==> src/rtl/io_pad_bank_ctrl.sv <==
// -----------------------------------------------------------------------------
// io_pad_bank_ctrl
//   Direction sequencer for one bank of WIDTH bidirectional pad cells.
//   The whole bank is switched between input and output. Every direction
//   change passes through TURN_CYCLES high-Z cycles. Per-pin push-pull or
//   open-drain drive is mapped onto the pad DIN/OEN pins, where OEN is
//   active-low. Pad readback is synchronised into the core clock domain.
//
//   Optional feature macro: IO_PAD_FILTER_EN adds a per-pin glitch filter
//   after the synchroniser. It is disabled by default.
//
// Ports
//   clk                in   core clock
//   reset              in   asynchronous reset, active-high
//   io_dirReq_valid    in   direction-change request
//   io_dirReq_payload  in   requested direction (1=output, 0=input)
//   io_dirReq_ready    out  request accepted when valid & ready
//   io_dout            in   core data to drive            [WIDTH]
//   io_openDrain       in   per-pin mode, 1=open-drain    [WIDTH]
//   io_din             out  synchronised pad input        [WIDTH]
//   io_isOutput        out  bank is in state OUT
//   io_pad_din         out  to pad DIN                    [WIDTH]
//   io_pad_oen         out  to pad OEN, 0 = drive         [WIDTH]
//   io_pad_dout        in   from pad DOUT                 [WIDTH]
// -----------------------------------------------------------------------------
module io_pad_bank_ctrl #(
  parameter int WIDTH         = 4,
  parameter int TURN_CYCLES   = 2,
  parameter int FILTER_CYCLES = 4
) (
  input  logic             clk,
  input  logic             reset,
  input  logic             io_dirReq_valid,
  input  logic             io_dirReq_payload,
  output logic             io_dirReq_ready,
  input  logic [WIDTH-1:0] io_dout,
  input  logic [WIDTH-1:0] io_openDrain,
  output logic [WIDTH-1:0] io_din,
  output logic             io_isOutput,
  output logic [WIDTH-1:0] io_pad_din,
  output logic [WIDTH-1:0] io_pad_oen,
  input  logic [WIDTH-1:0] io_pad_dout
);

  // The counter only has to hold TURN_CYCLES-1.
  localparam int CNT_W = (TURN_CYCLES > 1) ? $clog2(TURN_CYCLES) : 1;
  localparam logic [CNT_W-1:0] TURN_LOAD = CNT_W'(TURN_CYCLES - 1);

  typedef enum logic [1:0] {
    ST_IN       = 2'd0,
    ST_TURN_OUT = 2'd1,
    ST_OUT      = 2'd2,
    ST_TURN_IN  = 2'd3
  } state_e;

  state_e           state_q, state_d;
  logic [CNT_W-1:0] cnt_q, cnt_d;
  logic [WIDTH-1:0] pad_oen_q, pad_oen_d;
  logic [WIDTH-1:0] pad_din_q, pad_din_d;
  logic [WIDTH-1:0] sync1_q, sync1_d;
  logic [WIDTH-1:0] sync2_q, sync2_d;
  logic             ready_s;
  logic             is_output_s;
  logic             drive_s;
  logic             accept_s;

  assign accept_s = io_dirReq_valid & ready_s;

  // Next-state and turnaround counter.
  always_comb begin
    state_d = state_q;
    cnt_d   = cnt_q;
    case (state_q)
      ST_IN: begin
        if (accept_s && io_dirReq_payload) begin
          state_d = ST_TURN_OUT;
          cnt_d   = TURN_LOAD;
        end else begin
          state_d = ST_IN;
          cnt_d   = cnt_q;
        end
      end
      ST_TURN_OUT: begin
        if (cnt_q == {CNT_W{1'b0}}) begin
          state_d = ST_OUT;
          cnt_d   = {CNT_W{1'b0}};
        end else begin
          state_d = ST_TURN_OUT;
          cnt_d   = cnt_q - CNT_W'(1);
        end
      end
      ST_OUT: begin
        if (accept_s && !io_dirReq_payload) begin
          state_d = ST_TURN_IN;
          cnt_d   = TURN_LOAD;
        end else begin
          state_d = ST_OUT;
          cnt_d   = cnt_q;
        end
      end
      ST_TURN_IN: begin
        if (cnt_q == {CNT_W{1'b0}}) begin
          state_d = ST_IN;
          cnt_d   = {CNT_W{1'b0}};
        end else begin
          state_d = ST_TURN_IN;
          cnt_d   = cnt_q - CNT_W'(1);
        end
      end
      default: begin
        state_d = ST_IN;
        cnt_d   = {CNT_W{1'b0}};
      end
    endcase
  end

  // State-decoded outputs. The pads are released on the same edge that
  // accepts an OUT->input request, so drive stops before TURN_IN starts.
  always_comb begin
    ready_s     = 1'b0;
    is_output_s = 1'b0;
    drive_s     = 1'b0;
    case (state_q)
      ST_IN: begin
        ready_s = 1'b1;
      end
      ST_OUT: begin
        ready_s     = 1'b1;
        is_output_s = 1'b1;
        drive_s     = ~(io_dirReq_valid & ~io_dirReq_payload);
      end
      ST_TURN_OUT, ST_TURN_IN: begin
        ready_s = 1'b0;
      end
      default: begin
        ready_s = 1'b0;
      end
    endcase
  end

  // Pad drive mapping. An open-drain pin only pulls low, so its OEN follows
  // the data while DIN is tied to 0.
  always_comb begin
    pad_oen_d = {WIDTH{1'b1}};
    pad_din_d = {WIDTH{1'b0}};
    if (drive_s) begin
      pad_oen_d = io_openDrain & io_dout;
      pad_din_d = ~io_openDrain & io_dout;
    end else begin
      pad_oen_d = {WIDTH{1'b1}};
      pad_din_d = {WIDTH{1'b0}};
    end
  end

  // Two-stage synchroniser input. It runs in every state, so OUT reads back
  // the bank's own driven level.
  always_comb begin
    sync1_d = io_pad_dout;
    sync2_d = sync1_q;
  end

  // State, counter, pad drive and synchroniser registers. Reset releases the
  // pads without waiting for a clock edge.
  always_ff @(posedge clk or posedge reset) begin
    if (reset) begin
      state_q   <= ST_IN;
      cnt_q     <= {CNT_W{1'b0}};
      pad_oen_q <= {WIDTH{1'b1}};
      pad_din_q <= {WIDTH{1'b0}};
      sync1_q   <= {WIDTH{1'b0}};
      sync2_q   <= {WIDTH{1'b0}};
    end else begin
      state_q   <= state_d;
      cnt_q     <= cnt_d;
      pad_oen_q <= pad_oen_d;
      pad_din_q <= pad_din_d;
      sync1_q   <= sync1_d;
      sync2_q   <= sync2_d;
    end
  end

`ifdef IO_PAD_FILTER_EN
  localparam int FCW = $clog2(FILTER_CYCLES + 1);
  localparam logic [FCW-1:0] FLT_LAST = FCW'(FILTER_CYCLES - 1);

  logic [WIDTH-1:0][FCW-1:0] flt_cnt_q, flt_cnt_d;
  logic [WIDTH-1:0]          din_q, din_d;

  // Glitch filter. A pin flips only after FILTER_CYCLES consecutive
  // mismatching samples. Any matching sample restarts the count.
  always_comb begin
    flt_cnt_d = flt_cnt_q;
    din_d     = din_q;
    for (int i = 0; i < WIDTH; i++) begin
      if (sync2_q[i] == din_q[i]) begin
        flt_cnt_d[i] = {FCW{1'b0}};
        din_d[i]     = din_q[i];
      end else if (flt_cnt_q[i] == FLT_LAST) begin
        flt_cnt_d[i] = {FCW{1'b0}};
        din_d[i]     = sync2_q[i];
      end else begin
        flt_cnt_d[i] = flt_cnt_q[i] + FCW'(1);
        din_d[i]     = din_q[i];
      end
    end
  end

  // Filter registers.
  always_ff @(posedge clk or posedge reset) begin
    if (reset) begin
      flt_cnt_q <= '{default: {FCW{1'b0}}};
      din_q     <= {WIDTH{1'b0}};
    end else begin
      flt_cnt_q <= flt_cnt_d;
      din_q     <= din_d;
    end
  end

  assign io_din = din_q;
`else
  assign io_din = sync2_q;
`endif

  assign io_dirReq_ready = ready_s;
  assign io_isOutput     = is_output_s;
  assign io_pad_oen      = pad_oen_q;
  assign io_pad_din      = pad_din_q;

endmodule

==> config.mk <==
export PLATFORM = sky130hd
export DESIGN_NAME = io_pad_bank_ctrl
export DESIGN_NICKNAME = d
export VERILOG_FILES = /design/src/rtl/io_pad_bank_ctrl.sv
export SDC_FILE = /design/constraint.sdc
export NUM_CORES = 1
export LEC_CHECK = 0
export ABC_AREA = 1
export BUFFER_PORTS_ARGS = -buffer_cell sky130_fd_sc_hd__buf_2
export CELL_PAD_IN_SITES_DETAIL_PLACEMENT = 0
export CELL_PAD_IN_SITES_GLOBAL_PLACEMENT = 2
export CORE_AREA = 2 2 56 58
export DETAILED_ROUTE_END_ITERATION = 8
export DIE_AREA = 0 0 58 60
export GPL_TIMING_DRIVEN = 0
export PLACE_DENSITY = 0.81
export REMOVE_ABC_BUFFERS = 1
export SYNTH_ARGS = -nofsm -noshare
export SYNTH_HDL_FRONTEND = slang
export SYNTH_SLANG_ARGS = --single-unit
==> constraint.sdc <==
create_clock -name clk -period 0.9 [get_ports clk]
set_input_delay 0 -clock clk [delete_from_list [all_inputs] [get_ports clk]]
set_output_delay 0 -clock clk [all_outputs]
set_load 0.03 [all_outputs]
==> results.py, run 1 <==
metrics = {
    "status": {
        "outcome": "finished, violations left",
        "violated_checks": "setup timing",
    },
    "synthesis": {
        "ys_warn_count": 0,
        "syn_area_sq_um": 671,
        "netlist_instances": 57,
        "syn_area_per_cell_sq_um": 11.8,
        "distinct_cells_synth": 14,
        "synth.ff_latch_count": 19,
        "synth-seq-area-share_pct": 71.6,
    },
    "grt": {
        "grt_max_degree": 20,
        "gr-total-overflow": 0,
        "grt_antenna_before_repair": 0,
        "grt_first_pass_wirelength_mm": 2.38,
        "first_global_vias": 604,
        "groute.usage.overall_pct": 9.38,
    },
    "power": {
        "power.ir.vdd_worst_mv": 1.05,
        "power.density_nw_per_um2": 2530,
        "p_leak_uw": 0.000547,
    },
    "timing": {
        "setup_repair_after_global_routing_missed_its_margin": "true",
        "max_freq_mhz": 960,
        "final_max_slew_viol_count": 0,
        "worst_clock_skew_ns": 0.00159,
        "transition_time_at_the_pin_with_the_least_slew_margin_ns": 0.396,
        "setup_total_negative_slack_ns": -0.839,
        "worst_slew_margin_rel_pct": 73.6,
        "period_share_pct": 116,
        "post-route-min-period_ns": 1.04,
        "final_number_of_hold_violating_endpoints": 0,
        "postLayoutSetupSlackWorst_ns": -0.142,
        "timing.final.setup_violations": 13,
    },
    "floorplan": {
        "row_count": 20,
        "fp.dieArea_sq_um": 3480,
        "start_util_pct": 23.1,
        "io_pins": 30,
        "die_h_um": 60,
        "die_w_um": 58,
        "core-area_sq_um": 2900,
    },
    "routing": {
        "totalWireLength_mm": 1.39,
        "routed_vias": 560,
        "initialDrtViolationCount": 2,
        "final_antenna_net_count": 0,
        "avgViaCountPerCell": 3.97,
        "remaining_drc_errors": 0,
        "drt_first_pass_iters": 3,
        "wl_per_cell_um": 9.89,
    },
    "finish": {
        "diodes": 0,
        "register_area_sq_um": 482,
        "net_count_of_the_finished_layout": 125,
        "syn2layout_area_growth_pct": 67.0,
        "postLayoutCoreUtil_pct": 38.6,
        "multiInputGateArea_sq_um": 180,
        "fill_cells": 285,
        "layout_cells_sized_above_1_pct": 55.6,
    },
    "place": {
        "gp_congestion": 0.637,
        "portBuffers": 29,
        "dp_hpwl_um": 942,
    },
    "cts": {
        "cts_max_level": 1,
        "tritoncts.num_buffers": 3,
        "clk_pin_slew_ns": 0.10,
        "ctsRootBufferMaster": "sky130_fd_sc_hd__clkbuf_4",
        "tritoncts": "built",
        "clock_sinks": 19,
        "cts.path.max_buffers": 2,
        "clock_latency_ns": 0.28,
    },
    "worst_setup_path": {
        "critical_path_start_end_classification": "flip-flop to output pin",
        "timing.critical_path.arrival_ns": 1.04,
        "critPathRequiredTime_ns": 0.90,
        "timing.reg2reg.setup_slack_ns": -0.12,
        "worstSetupEndpointType": "output pin",
        "cp-start-kind": "flip-flop",
        "crit_path_max_fanout": 4,
    },
    "hold_path": {
        "worst_hold_path_type": "primary input to async pin",
    },
    "job": {
        "maxCapViolCount": 0,
    },
}
-- worst max-delay path, stage by stage (launching register included) --
cell and delay [ns]:
sky130_fd_sc_hd__dfrtp_2 0.46, sky130_fd_sc_hd__nor2_4 0.15, sky130_fd_sc_hd__buf_6 0.15
-- cells by family (layout without fill, tap and decap cells) --
family | after synthesis | in the layout | share of synthesized area [%]
AOI/OAI and AO/OA | 2 | 2 | 1.49
buffers and inverters | 5 | 56 | 3.54
DFF | 19 | 19 | 71.6
and+or+nand+nor | 31 | 31 | 23.3
-- path summary, 6_finish.rpt --
kind                       startpoint       endpoint  depth (start not counted)
min in group clk           sync1_q[3]      io_din[3]                          0
min                             reset  io_pad_din[3]                          3
max                        state_q[0]    io_isOutput                          2
max in group asynchronous       reset  io_pad_oen[0]                          3
min reg2reg                sync1_q[3]      io_din[3]                          0
max reg2reg                state_q[1]          cnt_q                          5
-- synthesized netlist by cell type (all sizes together) --
library cell   n  area share (%)
o21ai          2             1.5
inv            5             3.5
nand3          4             3.0
dfrtp         15              56
nor2           6             6.0
nand2         21              14
dfstp          4              16
-- report_power, final --
part	internal (uW)	switching [uW]	leakage, uW	total (uW)
registers	1060	117	0.000225	1180
clock network	165	238	0.0000177	403
logic	533	718	0.000304	1250
-- layer usage --
metal	GRT usage (%)	part of all wire, %	routed length (um)	vias to the layer above
li1	-	-	-	276
met1	8.32	36	497	264
met2	18.2	55	772	20
met3	4.76	9.0	125	0
met4	2.99	0	0	0
met5	0	0	0	-
-- state kept, by name (all words and copies together), names as in the netlist --
signal / count
io_din: 4
io_pad_oen: 4
io_pad_din: 4
sync1_q: 4
state_q: 2
cnt_q: 1
-- cell usage in the layout (no fill, tap or decap), drive strengths merged --
master and n:
nand3 4, dfrtp 15, inv 4, nand2 21, nor2 6, buf 32
clkinvlp 1, clkbuf 3, dfstp 4, dlygate4sd3 15, o21ai 2, clkinv 1
-- metrics by stage --
| step | power (uW) | std cells | hold slack [ns] | instance area [sq um] | setup WS (ns) |
|---|---|---|---|---|---|
| 2_1_floorplan | 1820 | 57 | -0.0518 | 671 | -0.147 |
| 3_3_place_gp | 2060 | 119 | 0.111 | 857 | -0.0489 |
| 3_5_place_dp | 2080 | 119 | 0.113 | 857 | -0.0859 |
| 4_1_cts | 2760 | 140 | 0.340 | 1090 | -0.150 |
| 5_1_grt | 3030 | 141 | 0.258 | 1120 | -0.215 |
| 6_report | 2830 | 141 | 0.236 | 1120 | -0.142 |
-- what timing repair did --
item | 4_1_cts | 5_1_grt
gates resized for setup | 13 | 10
buffers inserted | 2 | 1
cloned | 0 | 0
pin swaps | 1 | 1
setup endpoints to repair | 16 | 32
hold buffers | 15 | 0
hold endpoints to repair | 28 | 0
-- final cells by class --
cell class | count | area share, %
repair buffers | 47 | 32.1
well taps | 33 | 3.69
clock buffers | 3 | 2.01
multi-input cells | 33 | 16.1
flip-flops and latches | 19 | 43.0
inverters | 5 | 2.68
clock inverters | 1 | 0.447
Power figures use the tool's default switching activity.
==> inputs of run 2 (changes only) <==
--- a/config.mk
+++ b/config.mk
@@ -12,7 +12,6 @@
 export CORE_AREA = 2 2 56 58
 export DETAILED_ROUTE_END_ITERATION = 8
 export DIE_AREA = 0 0 58 60
-export GPL_TIMING_DRIVEN = 0
 export PLACE_DENSITY = 0.81
 export REMOVE_ABC_BUFFERS = 1
 export SYNTH_ARGS = -nofsm -noshare
==> run 2 against run 1 <==
- the run still ends with setup timing left
- critical path depth is 1 higher
- die area stayed put
- via count is 1.4% lower
- critical path type unchanged
- highest routed layer unchanged
==> results.py, run 2 (synthesis gave the netlist of run 1 again) <==
metrics = {
    "floorplan": {
        "row_count": 20,
        "core-area_sq_um": 2900,
        "fp.dieArea_sq_um": 3480,
        "io_pins": 30,
        "die_w_um": 58,
        "start_util_pct": 23.1,
        "die_h_um": 60,
    },
    "finish": {
        "diodes": 0,
        "multiInputGateArea_sq_um": 174,
        "fill_cells": 291,
        "net_count_of_the_finished_layout": 127,
        "mostFrequentLayoutCell": "sky130_fd_sc_hd__buf_2",
        "register_area_sq_um": 480,
        "layout_cells_sized_above_1_pct": 50.0,
        "layout.cells.most_common_list": "23 x sky130_fd_sc_hd__buf_2, 16 x sky130_fd_sc_hd__nand2_1, 15 x sky130_fd_sc_hd__dfrtp_1, 15 x sky130_fd_sc_hd__dlygate4sd3_1, 7 x sky130_fd_sc_hd__buf_6",
        "syn2layout_area_growth_pct": 67.2,
    },
    "worst_setup_path": {
        "critical_path_start_end_classification": "flip-flop to output pin",
        "worstSetupEndpointType": "output pin",
        "timing.critical_path.arrival_ns": 1.07,
        "critPathRequiredTime_ns": 0.90,
        "cp-start-kind": "flip-flop",
        "crit_path_max_fanout": 3,
    },
    "cts": {
        "tritoncts": "built",
        "cts_max_level": 1,
        "clock_sinks": 19,
        "clk_pin_slew_ns": 0.11,
        "tritoncts.num_buffers": 3,
        "cts.path.max_buffers": 2,
        "ctsRootBufferMaster": "sky130_fd_sc_hd__clkbuf_4",
        "clock_latency_ns": 0.29,
    },
    "grt": {
        "grt_antenna_before_repair": 0,
        "gr-total-overflow": 0,
        "groute.usage.overall_pct": 9.10,
        "first_global_vias": 565,
        "grt_first_pass_wirelength_mm": 2.32,
        "groute.layer.met1.usage_pct": 9.82,
        "gr_peak_layer": "met2",
        "use_met2_pct": 16.2,
        "grt_max_degree": 20,
        "met3_usage_pct": 3.68,
    },
    "power": {
        "power.switching_fraction_pct": 37.6,
        "power_report.internal_total_uw": 1790,
        "combPwrFrac_pct": 45.1,
        "p_leak_uw": 0.000561,
        "sequentialPowerShare_pct": 40.5,
        "power.switching_uw": 1080,
        "clock_power_share_pct": 14.5,
        "power.ir.vdd_worst_mv": 1.21,
        "power.density_nw_per_um2": 2550,
    },
    "timing": {
        "postLayoutSetupSlackWorst_ns": -0.170,
        "period_share_pct": 119,
        "setup_repair_after_global_routing_missed_its_margin": "true",
        "worst_clock_skew_ns": 0.00342,
        "final_number_of_hold_violating_endpoints": 0,
        "max_freq_mhz": 934,
        "transition_time_at_the_pin_with_the_least_slew_margin_ns": 0.245,
        "final_max_slew_viol_count": 0,
        "holdWs_ns": 0.263,
        "post-route-min-period_ns": 1.07,
        "setup_total_negative_slack_ns": -1.12,
        "timing.final.setup_violations": 15,
        "worst_slew_margin_rel_pct": 83.7,
    },
    "routing": {
        "avgViaCountPerCell": 3.86,
        "remaining_drc_errors": 0,
        "totalWireLength_mm": 1.41,
        "routed_vias": 552,
        "wl_per_cell_um": 9.84,
        "initialDrtViolationCount": 4,
        "final_antenna_net_count": 0,
        "drt_first_pass_iters": 2,
    },
    "place": {
        "dp_hpwl_um": 928,
        "portBuffers": 29,
        "gp_congestion": 0.660,
    },
    "hold_path": {
        "worst_hold_path_type": "primary input to async pin",
    },
    "status": {
        "outcome": "finished, violations left",
        "violated_checks": "setup timing",
    },
    "job": {
        "maxCapViolCount": 0,
    },
}
run 2: cell count changes in the layout (fill, tap and decap cells not counted), moves of 2 or more:
cell / delta
sky130_fd_sc_hd__inv_1: +2
sky130_fd_sc_hd__nand2_2: -4
sky130_fd_sc_hd__buf_4: +2
sky130_fd_sc_hd__nand2_1: +4
run 2: final timing paths:
check	from	to	slack, ns	depth (start not counted)
setup / recovery	state_q[0]	io_isOutput	-0.17	3
hold / removal	reset	io_pad_din[3]	0.26	4
setup reg to reg	state_q[0]	io_pad_din[1]	-0.11	6
hold reg to reg	sync1_q[3]	io_din[3]	0.36	0
max in group asynchronous	reset	io_pad_oen[2]	0.37	4
min in group clk	io_pad_dout[2]	sync1_q[2]	0.35	2
run 2: area by class of cell:
cell class | count | area share [%]
Clock buffer | 3 | 2.01
Clock inverter | 1 | 0.446
Inverter | 5 | 2.12
Multi-Input combinational cell | 33 | 15.5
Sequential cell | 19 | 42.9
Tap cell | 33 | 3.68
Timing Repair Buffer | 49 | 33.4
run 2: metrics by stage:
stage / util (%) / area [sq um] / instances / setup slack [ns] / total power, uW
final: 38.6 / 1120 / 143 / -0.170 / 2860
after global routing: 38.6 / 1120 / 143 / -0.239 / 3040
after CTS: 38.6 / 1120 / 143 / -0.183 / 2890
after detailed placement: 30.0 / 872 / 121 / -0.0371 / 2110
after global placement: 30.0 / 872 / 121 / -0.0129 / 2090
after floorplan: - / 671 / 57 / -0.147 / 1820
run 2: critical path, cell delays in order, from the launching register on:
cell                      delay [ns]
sky130_fd_sc_hd__dfrtp_1        0.43
sky130_fd_sc_hd__nor2_4         0.13
sky130_fd_sc_hd__buf_6          0.10
sky130_fd_sc_hd__buf_6          0.12
run 2: power groups by stage:
stage                     clock network, uW  logic, uW  registers, uW
after floorplan                           0        474           1350
after global placement                    0        923           1170
after detailed placement                  0        944           1160
after CTS                               441       1290           1160
after global routing                    467       1390           1180
final                                   415       1290           1160
run 2: repair_timing:
action / 4_1_cts / 5_1_grt
setup endpoints to repair: 13 / 17
buffers inserted: 3 / 0
pin swaps: 2 / 1
gates cloned: 0 / 0
hold endpoints to repair: 32 / 0
resized for setup: 15 / 0
hold buffers: 15 / 0
run 2: layer usage:
metal | wire length, um | vias up
met5 | 0 | -
met4 | 0 | 0
met3 | 136 | 0
met2 | 739 | 20
met1 | 531 | 249
li1 | - | 283
==> inputs of run 3 (changes only) <==
==> config.mk (replaced) <==
export PLATFORM = sky130hd
export DESIGN_NAME = io_pad_bank_ctrl
export DESIGN_NICKNAME = d
export VERILOG_FILES = /design/src/rtl/io_pad_bank_ctrl.sv
export SDC_FILE = /design/constraint.sdc
export NUM_CORES = 1
export LEC_CHECK = 0
export BUFFER_PORTS_ARGS = -buffer_cell sky130_fd_sc_hd__buf_2
export CELL_PAD_IN_SITES_DETAIL_PLACEMENT = 0
export CELL_PAD_IN_SITES_GLOBAL_PLACEMENT = 2
export CORE_AREA = 2 2 55 57
export DETAILED_ROUTE_END_ITERATION = 8
export DIE_AREA = 0 0 57 59
export PLACE_DENSITY = 0.8
export REMOVE_ABC_BUFFERS = 1
export SLEW_MARGIN = 30
export SYNTH_ARGS = -nofsm -noshare
export SYNTH_HDL_FRONTEND = slang
export SYNTH_SLANG_ARGS = --single-unit
==> run 3 against run 2 <==
- the run still ends with setup timing left
- first-iteration DRC count grew to 2.8 times the previous value
- combinational power is essentially flat
- maximum frequency increased by 5.8%
- global-route usage grew 0.29 points
- clock-buffer cell count unchanged
- cell area grew 1.3%
- non-clock buffer count is 1 lower
- critical path depth did not move
- via count fell by 6.0%
- synthesized cell count shrank 23%
- routed wire length increased by 2.3%
- area after synthesis decreased by 1.1%
==> results.py, run 3 <==
metrics = {
    "cts": {
        "cts.path.max_buffers": 2,
        "tritoncts.num_buffers": 3,
        "ctsRootBufferMaster": "sky130_fd_sc_hd__clkbuf_4",
        "tritoncts": "built",
        "clock_sinks": 19,
        "clk_pin_slew_ns": 0.11,
        "cts_max_level": 1,
        "clock_latency_ns": 0.29,
    },
    "place": {
        "gp_congestion": 0.706,
        "portBuffers": 29,
        "dp_hpwl_um": 969,
        "dp_cells": 106,
    },
    "worst_setup_path": {
        "regToRegEndpoint": "io_pad_din[2]",
        "critPathCapture": "io_isOutput",
        "critical_path.reg2reg.startpoint": "state_q[0]",
        "worst_r2r_path_depth": 3,
        "crit_path_max_fanout": 2,
        "worstSetupEndpointType": "output pin",
        "timing.reg2reg.setup_slack_ns": -0.10,
        "cp-start-kind": "flip-flop",
        "timing.critical_path.arrival_ns": 1.01,
        "critPathRequiredTime_ns": 0.90,
        "critical_path_start_end_classification": "flip-flop to output pin",
        "critical_path.startpoint": "state_q[0]",
    },
    "grt": {
        "grt_first_pass_wirelength_mm": 2.35,
        "grt_max_degree": 14,
        "groute.layer.met1.usage_pct": 11.1,
        "grt_antenna_before_repair": 0,
        "use_met2_pct": 16.3,
        "gr_peak_layer": "met2",
        "gr-total-overflow": 0,
        "groute.usage.overall_pct": 9.39,
        "first_global_vias": 561,
        "met3_usage_pct": 1.75,
    },
    "finish": {
        "net_count_of_the_finished_layout": 113,
        "layout_cells_sized_above_1_pct": 55.2,
        "postLayoutCoreUtil_pct": 41.9,
        "fin_cells": 127,
        "mostFrequentLayoutCell": "sky130_fd_sc_hd__buf_2",
        "layout.cells.most_common_list": "23 x sky130_fd_sc_hd__buf_2, 14 x sky130_fd_sc_hd__dfrtp_1, 14 x sky130_fd_sc_hd__dlygate4sd3_1",
        "multiInputGateArea_sq_um": 201,
        "fill_cells": 268,
        "syn2layout_area_growth_pct": 71.3,
        "diodes": 0,
        "register_area_sq_um": 482,
    },
    "synthesis": {
        "synth.ff_latch_count": 19,
        "yosys-top-cells-area": "sky130_fd_sc_hd__dfrtp_1 57%, sky130_fd_sc_hd__dfstp_2 16%, sky130_fd_sc_hd__nor4b_2 9.1%",
        "syn_area_sq_um": 663,
        "synth_area_leader_cell": "sky130_fd_sc_hd__dfrtp_1",
        "distinct_cells_synth": 12,
        "synth-seq-area-share_pct": 72.5,
        "ys_warn_count": 0,
        "syn_area_per_cell_sq_um": 15.1,
        "dominantRegCellSynth": "sky130_fd_sc_hd__dfrtp_1",
        "netlist_instances": 44,
        "synth_top_cell_area_share_pct": 56.6,
        "post-synth-top-count-cell": "sky130_fd_sc_hd__dfrtp_1",
        "synth_async_sr_flop_share_pct": 100,
        "synth_edf_count": 0,
        "synth_commonest_cells": "15 x sky130_fd_sc_hd__dfrtp_1, 5 x sky130_fd_sc_hd__nand2_1, 4 x sky130_fd_sc_hd__dfstp_2, 4 x sky130_fd_sc_hd__nand3_1, 4 x sky130_fd_sc_hd__nor4b_2",
    },
    "timing": {
        "setup_repair_after_global_routing_missed_its_margin": "true",
        "period_share_pct": 112,
        "final_max_slew_viol_count": 0,
        "worst_slew_margin_rel_pct": 73.5,
        "max_freq_mhz": 988,
        "setup_total_negative_slack_ns": -0.811,
        "post-route-min-period_ns": 1.01,
        "holdWs_ns": 0.0507,
        "postLayoutSetupSlackWorst_ns": -0.112,
        "worst_clock_skew_ns": 0.0117,
        "transition_time_at_the_pin_with_the_least_slew_margin_ns": 0.396,
        "timing.final.setup_violations": 10,
        "final_number_of_hold_violating_endpoints": 0,
    },
    "floorplan": {
        "start_util_pct": 24.5,
        "fp.dieArea_sq_um": 3360,
        "die_w_um": 57,
        "io_pins": 30,
        "die_h_um": 59,
        "core-area_sq_um": 2710,
        "row_count": 19,
    },
    "power": {
        "p_leak_uw": 0.000542,
        "power.density_nw_per_um2": 2530,
        "power.ir.vdd_worst_mv": 1.40,
        "p_total_uw": 2870,
    },
    "job": {
        "maxCapViolCount": 0,
    },
    "hold_path": {
        "worst_hold_path_type": "primary input to flip-flop",
        "min-delay-start": "io_dirReq_valid",
    },
    "routing": {
        "final_antenna_net_count": 0,
        "initialDrtViolationCount": 11,
        "remaining_drc_errors": 0,
        "routed_vias": 519,
        "wl_per_cell_um": 11.3,
        "drt_first_pass_iters": 3,
        "avgViaCountPerCell": 4.09,
        "totalWireLength_mm": 1.44,
    },
    "status": {
        "outcome": "finished, violations left",
        "violated_checks": "setup timing",
    },
}
run 3: worst max-delay path, stage by stage (launching register included):
cell	delay, ns
sky130_fd_sc_hd__dfrtp_1	0.39
sky130_fd_sc_hd__nand2b_4	0.15
sky130_fd_sc_hd__inv_4	0.05
sky130_fd_sc_hd__buf_6	0.12
run 3: layout make-up:
cell class	instances	share of cell area (%)
clock buffer	3	1.98
clock inverter	1	0.441
inverter	3	1.21
multi-input combinational	22	17.7
sequential	19	42.4
tap	31	3.41
timing repair buffer	48	32.8
run 3: power by group:
| group | internal (uW) | switching (uW) |
|---|---|---|
| combinational | 616 | 663 |
| sequential | 1070 | 104 |
| clock | 165 | 247 |
run 3: worst min path at each step:
stage                                to  slack (ns)  cells past startpoint
after floorplan                   cnt_q       -0.05                      1
after global placement        io_din[0]       -0.05                      2
after detailed placement     sync1_q[0]       -0.04                      2
after CTS                 io_pad_oen[3]        0.05                      3
after global routing         state_q[0]        0.07                      3
final                     io_pad_oen[2]        0.05                      3
run 3: stage by stage:
stage | instance area [sq um] | setup WS, ns
after floorplan | 663 | -0.119
after global placement | 875 | 0.0367
after detailed placement | 875 | 0.00250
after CTS | 1110 | -0.132
after global routing | 1140 | -0.171
final | 1140 | -0.112
run 3: metal layers:
layer  share of wire, %  up-vias  wire length (um)
met5                  0        -                 0
met4                1.3        0                19
met3                6.8        2                98
met2                 51       21               728
met1                 41      248               593
li1                   -      248                 -
run 3: cells by family (layout without fill, tap and decap cells):
group | Yosys count | after routing | synth area share, %
and+or+nand+nor | 18 | 18 | 21.1
xor gates and xnor gates | 2 | 2 | 2.64
buffers and inverters | 3 | 55 | 1.70
DFF | 19 | 19 | 72.5
AOI/OAI and AO/OA | 2 | 2 | 2.07
run 3: repair_timing:
action                     in CTS  in global routing
setup buffers                   2                  2
gates resized for setup        16                  4
hold buffers                   14                  0
setup endpoints to repair       6                 16
hold endpoints to repair       29                  0
